**src/rtl/mem_bus_arbiter_pkg.sv**
```systemverilog
// Shared types and constants for the IF/MEM memory bus arbiter.
package mem_bus_arbiter_pkg;

    // Arbiter FSM states: idle, one bus cycle in flight, or result being held.
    typedef enum logic [2:0] {
        IDLE    = 3'd0,
        IF_BUSY = 3'd1,
        D_BUSY  = 3'd2,
        IF_DONE = 3'd3,
        D_DONE  = 3'd4
    } arb_state_t;

    // Stall vector bit meaning: Stop holds the stage, NoStop lets it advance.
    localparam logic        Stop     = 1'b1;
    localparam logic        NoStop   = ~Stop;
    localparam logic [31:0] ZeroWord = 32'h0000_0000;

    // Positions of the owning stages inside the stall vector.
    localparam int STALL_IF_BIT  = 1;
    localparam int STALL_MEM_BIT = 4;

    // True while a bus cycle is outstanding.
    function automatic logic is_busy(input arb_state_t s);
        return (s == IF_BUSY) || (s == D_BUSY);
    endfunction

endpackage

```
**src/rtl/mem_bus_arbiter_bus_watchdog.sv**
```systemverilog
// Bus watchdog: counts cycles a bus cycle waits for ack and flags expiry.
module bus_watchdog #(
    parameter int unsigned TIMEOUT = 255
) (
    input  logic clk,
    input  logic rst,
    input  logic clr,
    input  logic en,
    output logic expire
);

    // Compare in 9 bits so count+1 never wraps before matching the limit.
    localparam logic [8:0] LIMIT = 9'(TIMEOUT);

    logic [7:0] count_reg;
    logic [7:0] count_next;

    // Clear on a fresh bus cycle, otherwise count each waiting cycle.
    always_comb begin
        count_next = count_reg;
        if (clr) begin
            count_next = '0;
        end else if (en) begin
            count_next = count_reg + 8'd1;
        end
    end

    // Counter register.
    always_ff @(posedge clk or negedge rst) begin
        if (!rst) begin
            count_reg <= '0;
        end else begin
            count_reg <= count_next;
        end
    end

    // Expire in the cycle whose count would reach the limit, so the bus
    // cycle is abandoned after exactly TIMEOUT busy cycles.
    assign expire = en && (({1'b0, count_reg} + 9'd1) == LIMIT);

endmodule

```
**src/rtl/mem_bus_arbiter.sv**
```systemverilog
// Shares one Wishbone-style memory port between instruction fetch and
// load/store, sequencing one bus cycle at a time and holding results
// while the owning pipeline stage is stalled.
module mem_bus_arbiter
    import mem_bus_arbiter_pkg::*;
#(
    parameter int unsigned TIMEOUT = 255
) (
    input  logic        clk,
    input  logic        rst,
    input  logic [5:0]  stall,
    input  logic        flush,
    input  logic        if_req_i,
    input  logic [31:0] if_addr_i,
    output logic [31:0] if_rdata_o,
    output logic        if_ack_o,
    input  logic        d_req_i,
    input  logic        d_we_i,
    input  logic [3:0]  d_sel_i,
    input  logic [31:0] d_addr_i,
    input  logic [31:0] d_wdata_i,
    output logic [31:0] d_rdata_o,
    output logic        d_ack_o,
    output logic        stall_req_if_o,
    output logic        stall_req_mem_o,
    output logic        bus_cyc_o,
    output logic        bus_stb_o,
    output logic        bus_we_o,
    output logic [3:0]  bus_sel_o,
    output logic [31:0] bus_addr_o,
    output logic [31:0] bus_wdata_o,
    input  logic [31:0] bus_rdata_i,
    input  logic        bus_ack_i,
    output logic        bus_err_o
);

    arb_state_t  state_reg,  state_next;
    logic        last_d_reg, last_d_next;
    logic        drop_reg,   drop_next;
    logic [31:0] addr_reg,   addr_next;
    logic        we_reg,     we_next;
    logic [3:0]  sel_reg,    sel_next;
    logic [31:0] wdata_reg,  wdata_next;
    logic [31:0] result_reg, result_next;
    logic        err_reg;

    logic wd_clr;
    logic wd_en;
    logic wd_expire;

    // Only the IF and MEM stall bits matter here.
    logic unused_stall_bits;
    assign unused_stall_bits = ^{stall[5], stall[3:2], stall[0]};

    // Any request seen in IDLE starts a new bus cycle; waiting counts only
    // while the slave has not acknowledged.
    assign wd_clr = (state_reg == IDLE) && (if_req_i || d_req_i);
    assign wd_en  = is_busy(state_reg) && !bus_ack_i;

    bus_watchdog #(
        .TIMEOUT (TIMEOUT)
    ) u_watchdog (
        .clk    (clk),
        .rst    (rst),
        .clr    (wd_clr),
        .en     (wd_en),
        .expire (wd_expire)
    );

    // Next-state logic: grant, bus completion, hold while stalled, flush.
    always_comb begin
        state_next  = state_reg;
        last_d_next = last_d_reg;
        drop_next   = drop_reg;
        addr_next   = addr_reg;
        we_next     = we_reg;
        sel_next    = sel_reg;
        wdata_next  = wdata_reg;
        result_next = result_reg;

        case (state_reg)
            IDLE: begin
                // Data wins when alone, or on a tie if IF was granted last.
                if (d_req_i && (!if_req_i || !last_d_reg)) begin
                    state_next  = D_BUSY;
                    last_d_next = 1'b1;
                    drop_next   = 1'b0;
                    addr_next   = d_addr_i;
                    we_next     = d_we_i;
                    sel_next    = d_sel_i;
                    wdata_next  = d_wdata_i;
                end else if (if_req_i) begin
                    state_next  = IF_BUSY;
                    last_d_next = 1'b0;
                    drop_next   = 1'b0;
                    addr_next   = if_addr_i;
                    we_next     = 1'b0;
                    sel_next    = 4'hF;
                    wdata_next  = ZeroWord;
                end
            end

            IF_BUSY: begin
                // A flush cannot abort the bus cycle; remember to discard it.
                if (flush) begin
                    drop_next = 1'b1;
                end
                if (bus_ack_i || wd_expire) begin
                    result_next = bus_ack_i ? bus_rdata_i : ZeroWord;
                    drop_next   = 1'b0;
                    state_next  = (drop_reg || flush) ? IDLE : IF_DONE;
                end
            end

            D_BUSY: begin
                if (bus_ack_i || wd_expire) begin
                    result_next = bus_ack_i ? bus_rdata_i : ZeroWord;
                    state_next  = D_DONE;
                end
            end

            IF_DONE: begin
                if (flush || (stall[STALL_IF_BIT] == NoStop)) begin
                    state_next = IDLE;
                end
            end

            D_DONE: begin
                if (stall[STALL_MEM_BIT] == NoStop) begin
                    state_next = IDLE;
                end
            end

            default: begin
                state_next = IDLE;
            end
        endcase
    end

    // State and datapath registers; reset clears everything immediately.
    always_ff @(posedge clk or negedge rst) begin
        if (!rst) begin
            state_reg  <= IDLE;
            last_d_reg <= 1'b0;
            drop_reg   <= 1'b0;
            addr_reg   <= ZeroWord;
            we_reg     <= 1'b0;
            sel_reg    <= 4'h0;
            wdata_reg  <= ZeroWord;
            result_reg <= ZeroWord;
            err_reg    <= 1'b0;
        end else begin
            state_reg  <= state_next;
            last_d_reg <= last_d_next;
            drop_reg   <= drop_next;
            addr_reg   <= addr_next;
            we_reg     <= we_next;
            sel_reg    <= sel_next;
            wdata_reg  <= wdata_next;
            result_reg <= result_next;
            err_reg    <= wd_expire;
        end
    end

    // Bus cycle control follows the registered state only.
    assign bus_cyc_o   = is_busy(state_reg);
    assign bus_stb_o   = is_busy(state_reg);
    assign bus_we_o    = (state_reg == D_BUSY) && we_reg;
    assign bus_sel_o   = sel_reg;
    assign bus_addr_o  = addr_reg;
    assign bus_wdata_o = wdata_reg;
    assign bus_err_o   = err_reg;

    // Results are presented only while the owning side is in its DONE state.
    assign if_ack_o   = (state_reg == IF_DONE);
    assign d_ack_o    = (state_reg == D_DONE);
    assign if_rdata_o = if_ack_o ? result_reg : ZeroWord;
    assign d_rdata_o  = d_ack_o  ? result_reg : ZeroWord;

    // Keep each requesting stage stalled until its result is available.
    assign stall_req_if_o  = if_req_i && (state_reg != IF_DONE);
    assign stall_req_mem_o = d_req_i  && (state_reg != D_DONE);

endmodule

```
**config.mk**
```make
export PLATFORM = sky130hd
export DESIGN_NAME = mem_bus_arbiter
export DESIGN_NICKNAME = d
export VERILOG_FILES = /design/src/rtl/mem_bus_arbiter_pkg.sv /design/src/rtl/mem_bus_arbiter_bus_watchdog.sv /design/src/rtl/mem_bus_arbiter.sv
export SDC_FILE = /design/constraint.sdc
export NUM_CORES = 1
export LEC_CHECK = 0
export ABC_AREA = 1
export ABC_CLOCK_PERIOD_IN_PS = 4200
export CORE_ASPECT_RATIO = 0.6
export CORE_MARGIN = 1.5
export CORE_UTILIZATION = 40
export CTS_CLUSTER_DIAMETER = 40
export DETAILED_ROUTE_END_ITERATION = 10
export PLACE_DENSITY = 0.81
export SYNTH_ARGS = -nofsm -noshare
export SYNTH_HDL_FRONTEND = slang
export SYNTH_HIERARCHICAL = 1
export SYNTH_SLANG_ARGS = --single-unit
```
**constraint.sdc**
```tcl
create_clock -name clk -period 4.2 [get_ports clk]
set_clock_uncertainty 0.2 [all_clocks]
set_input_delay 0.42 -clock clk [delete_from_list [all_inputs] [get_ports clk]]
set_output_delay 0.42 -clock clk [all_outputs]
set_load 0.01 [all_outputs]
```
==> qor.yml <==
placed_design:
  dp_hpwl_um: 12100
  routabilityCongestion: 0.846
  portBuffers: 280
  placed_cells: 1024
synthesis:
  yosys.area.top_type: "dfrtp_1"
  ys_types: 30
  synth_nets: 751
  synth_ff_type: "dfrtp_1"
  yosys-top-cells-area: "dfrtp_1 53%, nor2_1 7.8%, o21ai_2 7.7%"
  yosysTopAreaCellShare_pct: 52.7
  syn_area_per_cell_um2: 9.04
  yosysWarnings: 6
  syn-instance-count: 604
  netlist_area_mm2: 0.00546
  seq_area_frac_synth_pct: 52.7
  synth-edff-count: 0
  synth_seq_cells: 115
  async_reset_ff_share_pct: 100
floorplanning:
  start_util_pct: 41.7
  die_area_mm2: 0.0144
  placementRows: 32
  core_mm2: 0.0131
  die_h_um: 93.5
  ioPinCount: 285
  die_width_um: 154
critical_path:
  cpPeakStageDelay_ns: 0.65
  worstPathArrival_ns: 2.63
  crit_fanout: 33
  required_ns: 3.58
  r2r-start: "state_reg[1]"
  critPathCaptureType: "output pin"
  startpoint_type: "flop"
  crit_path_frequent_cell: "nor2_1"
  cp-startpoint: "state_reg[1]"
  worstPathCellList: "nor2_1 > nand2_1 > nor2_1 > clkdlybuf4s50_1"
  crit_type: "flop to output pin"
  slowest_stage: "nand2_1"
cells_and_area:
  drive_gt1_share_pct: 11.4
  areaGrowthSynthToFinish_pct: 62.8
  fin_nets: 1021
  fin_cells: 1056
  register_area_mm2: 0.00288
  fillers: 1071
  multi_input_area_mm2: 0.00214
  fin_util_pct: 67.9
  n_antenna_cell: 0
sta:
  period_needed_ns: 3.25
  fin_tns_setup_ns: 0
  max_slew.worst_pin.slew_ns: 1.12
  rsz0062_at_grt: "no"
  slew_headroom_pct: 25.4
  period_share_pct: 77.5
  finalSetupViolCount: 0
  fmax_mhz: 307
  hold_violations: 0
  slew_viol_final: 0
drt:
  drt_iter0_drc: 274
  viasPerCell: 4.97
  vias: 5251
  ant_nets: 0
  dr.pass1.iters: 4
  drcViolationCount: 0
  routedWlPerCell_um: 16.0
  drt-total-wl_um: 16900
power:
  ir_worst_vdd_mv: 0.318
  leakage_nw: 3.86
  power.density_mw_per_mm2: 694
grt:
  grt_pass1_vias: 5331
  grt.total_usage_pct: 23.9
  antenna_found_initial: 0
  overflow: 0
  grt_max_degree: 69
  grt_first_pass_wirelength_um: 26900
cts:
  clk_pin_slew_ns: 0.05
  numClockSinks: 115
  htree_levels: 4
  cts_buffers: 17
  root_buffer: "clkbuf_16"
  clockBufferDepth: 2
  clk_latency_ns: 0.39
  post-cts-setup-buffers: 0
  cts_tree: "built"
run_status:
  status: "complete, no violations"
hold_path:
  hold_class: "flop to flop"
  worstHoldStart: "last_d_reg"
run:
  cap_violations: 0
-- kinds of logic (layout without fill, tap and decap cells) --
logic type	after synthesis	after routing	synth area share (%)
and+or+nand+nor	246	246	19.1
DFF	115	115	52.7
adders and majority gates	2	2	0.458
buffers and inverters	94	376	8.34
xor gates and xnor gates	1	1	0.160
AOI/OAI and AO/OA	146	146	19.3
-- synth_stat cells (4+ instances only) --
cell type / instances
dfrtp_1: 115
buf_4: 5
o21ai_0: 10
inv_1: 53
a22o_1: 32
buf_6: 7
nand3_1: 40
nor2_2: 4
clkbuf_1: 14
o21ai_2: 48
o21ai_1: 49
o22a_1: 4
nor2_1: 113
buf_2: 10
nand2_1: 79
-- routing by layer --
| layer | global-route usage [%] | wire [um] |
|---|---|---|
| met4 | 6.31 | 201 |
| met2 | 39.0 | 7980 |
| met5 | 0 | 0 |
| met1 | 30.4 | 7290 |
| met3 | 8.20 | 1410 |
-- worst max-delay path, delay by kind of cell, from the launching register on --
| kind | cells | cell delay (ns) |
|---|---|---|
| buf+inv | 1 | 0.59 |
| simple gates | 3 | 1.18 |
| flops | 1 | 0.45 |
-- through the flow --
step	hold slack, ns	power (mW)	worst slack, ns	area, um^2
2_1_floorplan	-0.0756	3.53	2.03	5460
3_3_place_gp	0.254	4.75	1.40	8310
3_5_place_dp	0.261	4.80	1.38	8310
4_1_cts	0.273	6.23	0.914	8890
5_1_grt	0.302	6.60	0.718	8890
6_report	0.274	6.17	0.947	8890
-- repair_timing --
item / CTS / global route
gates resized for setup: 0 / 0
endpoints found under the hold margin: 67 / 0
hold buffers: 1 / 0
-- final timing paths --
path / to / slack (ns) / depth (start not counted)
max: d_rdata_o[7] / 0.95 / 4
min: last_d_reg / 0.27 / 2
max reg2reg: result_reg[10] / 1.41 / 12
min reg2reg: last_d_reg / 0.27 / 2
max in group asynchronous: result_reg[6] / 2.52 / 3
min in group asynchronous: bus_wdata_o[11] / 0.50 / 2
-- cell type report --
cell class / count / area share [%]
inverter: 57 / 2.43
timing repair buffer: 288 / 32.3
sequential: 115 / 32.4
clock buffer: 21 / 5.18
clock inverter: 10 / 1.22
tap: 170 / 2.39
multi-input combinational: 395 / 24.1
-- where the power goes --
group,total [mW],internal [mW],switching (mW)
sequential,1.88,1.62,0.253
clock,1.38,0.896,0.487
combinational,2.91,1.38,1.53
total,6.17,3.90,2.27
-- cell usage in the layout (no fill, tap or decap), types with 2 or more instances in the layout --
cell type / count
clkdlybuf4s50_1: 279
a22o_1: 32
ha_1: 2
o21ai_1: 49
nor2_2: 4
nand3_1: 40
clkbuf_8: 2
o22a_1: 4
inv_2: 3
clkinvlp_4: 2
bufinv_16: 2
nand2_2: 2
o21ai_2: 48
nor2_1: 113
clkbuf_1: 2
clkbuf_16: 17
nand3_2: 2
clkinv_2: 5
nand4_1: 3
o21ai_0: 10
inv_1: 53
dfrtp_1: 115
nand2_1: 78
buf_4: 7
No activity file was read; power rests on OpenSTA's default activity.
